==> config.mk <==
export PLATFORM = sky130hd
export DESIGN_NAME = pulse_det_flat
export DESIGN_NICKNAME = d
export VERILOG_FILES = /design/src/rtl/pulse_pkg.sv /design/src/rtl/pulse_det_if.sv /design/src/rtl/pulse_det_sync.sv /design/src/rtl/pulse_det.sv /design/src/flat_wrapper.sv
export SDC_FILE = /design/constraint.sdc
export NUM_CORES = 1
export LEC_CHECK = 0
export CORE_MARGIN = 8
export CORE_UTILIZATION = 54
export CTS_BUF_LIST = sky130_fd_sc_hd__clkbuf_8
export DETAILED_ROUTE_END_ITERATION = 10
export GPL_TIMING_DRIVEN = 0
export PLACE_DENSITY = 0.89
export RECOVER_POWER = 25
export SLEW_MARGIN = 20
export SYNTH_ARGS = -nofsm -noshare
export SYNTH_HDL_FRONTEND = slang
export SYNTH_HIERARCHICAL = 1
export SYNTH_SLANG_ARGS = --single-unit
==> constraint.sdc <==
create_clock -name clk -period 2 [get_ports clk]
set_clock_uncertainty 0.05 [all_clocks]
set_input_delay 0.3 -clock clk [delete_from_list [all_inputs] [get_ports clk]]
set_output_delay 0.3 -clock clk [all_outputs]
set_load 0.02 [all_outputs]
==> src/rtl/pulse_pkg.sv <==
// pulse_pkg: state encodings shared by the pulse generator and
// detector, plus a counter sizing helper.
package pulse_pkg;

    typedef enum logic [2:0] {
        WAIT  = 3'd0,
        ARMED = 3'd1,
        HIGH  = 3'd2,
        LOW   = 3'd3,
        DONE  = 3'd4
    } det_state_e;

    typedef enum logic [1:0] {
        GEN_IDLE = 2'd0,
        GEN_HIGH = 2'd1,
        GEN_LOW  = 2'd2,
        GEN_GAP  = 2'd3
    } gen_state_e;

    function automatic int ctr_w(input int max_val);
        return (max_val < 1) ? 1 : $clog2(max_val + 1);
    endfunction

endpackage

==> src/rtl/pulse_det_if.sv <==
// pulse_det_if: window request, receive line and decision
// outputs of the burst detector.
interface pulse_det_if;

    logic en;
    logic in;
    logic active;
    logic valid;
    logic bit_out;
    logic err;

    modport master (
        output en,
        output in,
        input  active,
        input  valid,
        input  bit_out,
        input  err
    );

    modport slave (
        input  en,
        input  in,
        output active,
        output valid,
        output bit_out,
        output err
    );

endinterface

==> src/rtl/pulse_det_sync.sv <==
// pulse_det_sync: two-flop synchroniser for an asynchronous
// receive line; output resets to 0.
module pulse_det_sync (
    input  logic clk,
    input  logic n_reset,
    input  logic d,
    output logic q
);

    logic meta;

    // Two-stage capture to settle metastability.
    always_ff @(posedge clk or negedge n_reset) begin
        if (!n_reset) begin
            meta <= 1'b0;
            q    <= 1'b0;
        end else begin
            meta <= d;
            q    <= meta;
        end
    end

endmodule

==> src/rtl/pulse_det.sv <==
// pulse_det: listens for a burst of evenly timed pulses in a window.
// Define PULSE_DET_SYNC_EN to synchronise `in` (+2 cycles latency).
module pulse_det
    import pulse_pkg::*;
#(
    parameter int CLKS_PER_HALF_PERIOD = 2,
    parameter int PULSES               = 3,
    parameter int TOLERANCE            = 1,
    parameter int WINDOW_CLKS          = 16
) (
    input logic        clk,
    input logic        n_reset,
    pulse_det_if.slave bus
);

    localparam int PH_LO  = (TOLERANCE >= CLKS_PER_HALF_PERIOD) ?
                            1 : CLKS_PER_HALF_PERIOD - TOLERANCE;
    localparam int PH_HI  = CLKS_PER_HALF_PERIOD + TOLERANCE;
    localparam int PH_MAX = PH_HI + 1;
    localparam int PW     = ctr_w(PH_MAX);
    localparam int NW     = ctr_w(PULSES);
    localparam int WW     = ctr_w(WINDOW_CLKS - 1);

    localparam logic [PW-1:0] PH_ONE_V = PW'(1);
    localparam logic [PW-1:0] PH_LO_V  = PW'(PH_LO);
    localparam logic [PW-1:0] PH_MAX_V = PW'(PH_MAX);
    localparam logic [NW-1:0] PULSE_V  = NW'(PULSES);
    localparam logic [WW-1:0] WIN_V    = WW'(WINDOW_CLKS - 1);

    det_state_e    state, state_nxt;
    logic [PW-1:0] phase_ctr, phase_nxt, phase_inc;
    logic [NW-1:0] pulse_ctr, pulse_nxt, pulse_inc;
    logic [WW-1:0] win_ctr, win_nxt, win_inc;
    logic          bit_q, bit_nxt;
    logic          err_q, err_nxt;
    logic          in_s, in_q;
    logic          rise, fall;

`ifdef PULSE_DET_SYNC_EN
    pulse_det_sync u_sync (
        .clk     (clk),
        .n_reset (n_reset),
        .d       (bus.in),
        .q       (in_s)
    );
`else
    assign in_s = bus.in;
`endif

    assign rise = in_s & ~in_q;
    assign fall = ~in_s & in_q;

    assign phase_inc = (phase_ctr == PH_MAX_V) ? phase_ctr
                                               : phase_ctr + 1'b1;
    assign pulse_inc = pulse_ctr + 1'b1;
    assign win_inc   = win_ctr + 1'b1;

    // Next-state, counter and decision logic.
    always_comb begin
        state_nxt = state;
        phase_nxt = phase_ctr;
        pulse_nxt = pulse_ctr;
        win_nxt   = win_ctr;
        bit_nxt   = bit_q;
        err_nxt   = err_q;
        unique case (state)
            WAIT: begin
                if (bus.en) begin
                    state_nxt = ARMED;
                    phase_nxt = '0;
                    pulse_nxt = '0;
                    win_nxt   = '0;
                end
            end
            ARMED: begin
                win_nxt = win_inc;
                if (rise) begin
                    state_nxt = HIGH;
                    phase_nxt = PH_ONE_V;
                end else if (win_inc >= WIN_V) begin
                    state_nxt = DONE;
                    bit_nxt   = 1'b0;
                    err_nxt   = 1'b0;
                end
            end
            HIGH: begin
                if (fall) begin
                    if (phase_ctr < PH_LO_V) begin
                        state_nxt = DONE;
                        bit_nxt   = 1'b0;
                        err_nxt   = 1'b1;
                    end else begin
                        pulse_nxt = pulse_inc;
                        if (pulse_inc == PULSE_V) begin
                            state_nxt = DONE;
                            bit_nxt   = 1'b1;
                            err_nxt   = 1'b0;
                        end else begin
                            state_nxt = LOW;
                            phase_nxt = PH_ONE_V;
                        end
                    end
                end else begin
                    phase_nxt = phase_inc;
                    if (phase_inc == PH_MAX_V) begin
                        state_nxt = DONE;
                        bit_nxt   = 1'b0;
                        err_nxt   = 1'b1;
                    end
                end
            end
            LOW: begin
                if (rise) begin
                    if (phase_ctr < PH_LO_V) begin
                        state_nxt = DONE;
                        bit_nxt   = 1'b0;
                        err_nxt   = 1'b1;
                    end else begin
                        state_nxt = HIGH;
                        phase_nxt = PH_ONE_V;
                    end
                end else begin
                    phase_nxt = phase_inc;
                    if (phase_inc == PH_MAX_V) begin
                        state_nxt = DONE;
                        bit_nxt   = 1'b0;
                        err_nxt   = 1'b1;
                    end
                end
            end
            DONE:    state_nxt = WAIT;
            default: state_nxt = WAIT;
        endcase
    end

    // State, counters, edge-detect history and held decision.
    always_ff @(posedge clk or negedge n_reset) begin
        if (!n_reset) begin
            state     <= WAIT;
            phase_ctr <= '0;
            pulse_ctr <= '0;
            win_ctr   <= '0;
            in_q      <= 1'b0;
            bit_q     <= 1'b0;
            err_q     <= 1'b0;
        end else begin
            state     <= state_nxt;
            phase_ctr <= phase_nxt;
            pulse_ctr <= pulse_nxt;
            win_ctr   <= win_nxt;
            in_q      <= in_s;
            bit_q     <= bit_nxt;
            err_q     <= err_nxt;
        end
    end

    assign bus.active  = (state == ARMED) || (state == HIGH) ||
                         (state == LOW);
    assign bus.valid   = (state == DONE);
    assign bus.bit_out = bit_q;
    assign bus.err     = err_q;

endmodule
==> src/flat_wrapper.sv <==
// flat-port wrapper written by rule: the top's interface ports become plain ports
module pulse_det_flat import pulse_pkg::*;
#(
    parameter int CLKS_PER_HALF_PERIOD = 2,
    parameter int PULSES               = 3,
    parameter int TOLERANCE            = 1,
    parameter int WINDOW_CLKS          = 16
)
  (clk, n_reset, bus_en, bus_in, bus_active, bus_valid, bus_bit_out, bus_err);
  pulse_det_if bus_i ();
  input logic clk;
  input logic n_reset;
  input wire logic [$bits(bus_i.en)-1:0] bus_en;
  input wire logic [$bits(bus_i.in)-1:0] bus_in;
  output wire logic [$bits(bus_i.active)-1:0] bus_active;
  output wire logic [$bits(bus_i.valid)-1:0] bus_valid;
  output wire logic [$bits(bus_i.bit_out)-1:0] bus_bit_out;
  output wire logic [$bits(bus_i.err)-1:0] bus_err;
  assign bus_i.en = bus_en;
  assign bus_i.in = bus_in;
  assign bus_active = bus_i.active;
  assign bus_valid = bus_i.valid;
  assign bus_bit_out = bus_i.bit_out;
  assign bus_err = bus_i.err;
  pulse_det #(.CLKS_PER_HALF_PERIOD(CLKS_PER_HALF_PERIOD), .PULSES(PULSES), .TOLERANCE(TOLERANCE), .WINDOW_CLKS(WINDOW_CLKS)) u_core (.clk(clk), .n_reset(n_reset), .bus(bus_i));
endmodule
==> impl_metrics.ini <==
[global_routing]
grt.busiest_layer = met2
grt_usage = 0.159
grt_pass1_wl_mm = 4.36
met2_usage = 0.245
grt_overflow = 0
grt_pass1_vias = 936
grt_start_max_net_pins = 16
groute.layer.met1.usage = 0.211
antenna_found_initial = 0
met3_usage = 0.0493

[cts]
clkTransAtPathRegs_ns = 0.06
clk_path_buf_depth = 2
cts_tree = done
cts_root_buf = clkbuf_8
htree_levels = 1
worstSkewPairLatency_ns = 0.24
clkSinkCount = 15
hold_buffers = 0
cts_buffers = 3

[yosys]
avgSynthCellArea_um2 = 8.95
yosysMostFrequentCell = dfrtp_1
yosys.area.top_type = dfrtp_1
yosys_warnings = 6
mappedNetlistArea_mm2 = 0.00103
synthCells = 115
synthDistinctLibCells = 44
ys.flop_type = dfrtp_1
ys_ff_latch = 15
yosysSeqAreaShare = 0.365
synthArstFlopShare = 1.00
synth_edf_count = 0
netlist.area_leader.share = 0.365
synth_fp_nets = 124
synth_commonest_cells = dfrtp_1 (15), nand2_1 (10), o21ai_0 (10)
yosys-top-cells-area = dfrtp_1 (36%), ha_1 (6.1%), o21ai_0 (4.9%)

[route]
postRouteWirelength_mm = 2.66
drc_errors = 0
vias = 998
initialDrtViolationCount = 67
ant_nets = 0
wire_per_inst_um = 16.7
firstDrtPassIters = 5
avgViaCountPerCell = 6.28

[placement]
gp_congestion = 0.928
dpl_cell_area_mm2 = 0.00113
dpl.hpwl_mm = 1.68
portBuffers = 7
dp.cells = 147

[sta]
timing.slew.headroom = 0.524
hold_viol_final = 0
setup_slack_ns = -0.179
rsz0062_at_grt = true
fmax_mhz = 459
post-route-period-util = 1.09
period_needed_ns = 2.18
setup_viol = 5
fin_hold_ws_ns = 0.433
slew_viol_final = 0
worst_pin_slew_ns = 0.711

[worst_setup_path]
r2r_start = u_core/phase_ctr[1]
worstPathMaxFanout = 3
end_kind = register
cp-startpoint = u_core/phase_ctr[1]
worstSetupPathType = reg -> reg
critPathLaunchType = register
crit_chain = inv_1, ha_2, or3b_4, a311oi_4, buf_4, a311oi_2, o31ai_1, mux2_4
critPathSlowestCell = dfrtp_1
worstPathRequired_ns = 2.14
slowest_delay_ns = 0.44
arrival_ns = 2.32

[power_and_ir_drop]
p_per_area_mw_per_mm2 = 1600
leakagePower_nw = 0.542
p_clk_frac = 0.115
internal_power_mw = 1.11
vdd_ir_drop_max_v = 0.00103
total_power_mw = 2.05
p_sw_frac = 0.456
sequentialPowerShare = 0.278
power.switching_uw = 933
power_frac_comb = 0.607

[floorplanning]
die_x_um = 59.7
initial_core_util = 0.584
core-area_mm2 = 0.00176
rows = 15
die_area_mm2 = 0.00356
fp.dieH_um = 59.7
ioPinCount = 8

[job]
max_cap_violations = 0

[run_status]
violations = negative setup slack
status = complete, but fails checks

[finish]
post-route-cell-area_mm2 = 0.00127
areaGrowthSynthToFinish_pct = 23.8
final_util = 0.723
antenna_cells = 0
drive_gt1_frac = 0.194
finalNetCount = 144
stdcell_count = 159

[min_path]
hold_path.class = in -> async
-- worst max-delay path, delay by kind of cell, from the launching register on --
family | cells | cell delay, ns
compound gates | 3 | 0.61
flops | 1 | 0.44
simple gates | 1 | 0.38
buf+inv | 2 | 0.27
mux | 1 | 0.19
fa+ha+maj | 1 | 0.18
-- worst paths after layout --
check / to / slack [ns] / cells past startpoint
max in group asynchronous: u_core/phase_ctr[0] / 0.97 / 1
max reg2reg: u_core/bus.err / -0.18 / 8
min reg2reg: u_core/bus.bit_out / 0.48 / 2
max: u_core/bus.err / -0.18 / 8
min: u_core/win_ctr[3] / 0.43 / 1
min in group clk: u_core/bus.bit_out / 0.48 / 2
-- power by group through the flow --
| stage | Combinational [mW] | Sequential (mW) | Clock (mW) |
|---|---|---|---|
| after floorplan | 0.759 | 0.541 | 0 |
| after global placement | 0.982 | 0.556 | 0 |
| after detailed placement | 1.00 | 0.566 | 0 |
| after CTS | 1.13 | 0.556 | 0.241 |
| after global routing | 1.36 | 0.579 | 0.260 |
| final | 1.24 | 0.568 | 0.235 |
-- metal layers --
metal	vias to the layer above	routed length, µm
li1	464	-
met1	466	1100
met2	58	1260
met3	10	234
met4	0	54
met5	-	0
-- flip-flops by register name, summed over array words and instances (netlist names) --
signal / count
u_core/phase_ctr: 3
u_core/win_ctr: 4
u_core/in_q: 1
u_core/bus.err: 1
u_core/pulse_ctr: 2
u_core/state: 3
u_core/bus.bit_out: 1
-- placed cells by master (no fill, tap or decap), types with 2 or more instances in the layout --
| master | count |
|---|---|
| clkbuf_8 | 3 |
| nor2b_1 | 5 |
| and2_1 | 2 |
| o21ai_1 | 2 |
| nand2_1 | 10 |
| nand2b_1 | 7 |
| dlygate4sd2_1 | 2 |
| ha_1 | 3 |
| a21oi_1 | 5 |
| nand3_1 | 2 |
| nor2_1 | 6 |
| buf_4 | 8 |
| a22o_1 | 3 |
| o21ai_0 | 9 |
| inv_1 | 8 |
| nand4b_1 | 2 |
| dfrtp_1 | 14 |
| clkdlybuf4s50_1 | 5 |
| nor3_1 | 2 |
-- layout make-up --
class / instances / area (µm²)
buffer: 3 / 16.3
clock buffer: 3 / 41.3
clock inverter: 1 / 3.75
fill: 131 / 489
inverter: 7 / 26.3
multi-input combinational: 90 / 652
sequential: 15 / 377
tap: 25 / 31.3
timing repair buffer: 15 / 128
-- repair_timing --
action | CTS | global route
pin swaps | 9 | 6
setup endpoints to repair | 7 | 9
resized for setup | 9 | 4
buffers inserted | 7 | 2
-- logic make-up (layout without fill, tap and decap cells) --
logic type      after synthesis  count (layout)  share of synthesized area
compound gates               37              37                      0.261
buf+inv                      10              29                     0.0365
flops                        15              15                      0.365
fa+ha+maj                     5               5                     0.0608
simple gates                 45              45                      0.248
mux                           2               2                     0.0207
xor+xnor                      1               1                    0.00851
-- metrics by stage --
| stage | worst slack, ns | TNS (ns) |
|---|---|---|
| 2_1_floorplan | 0.0275 | 0 |
| 3_3_place_gp | -0.197 | -0.685 |
| 3_5_place_dp | -0.264 | -1.15 |
| 4_1_cts | -0.0828 | -0.130 |
| 5_1_grt | -0.295 | -1.41 |
| 6_report | -0.179 | -0.574 |
No activity file was read; power rests on OpenSTA's default activity.
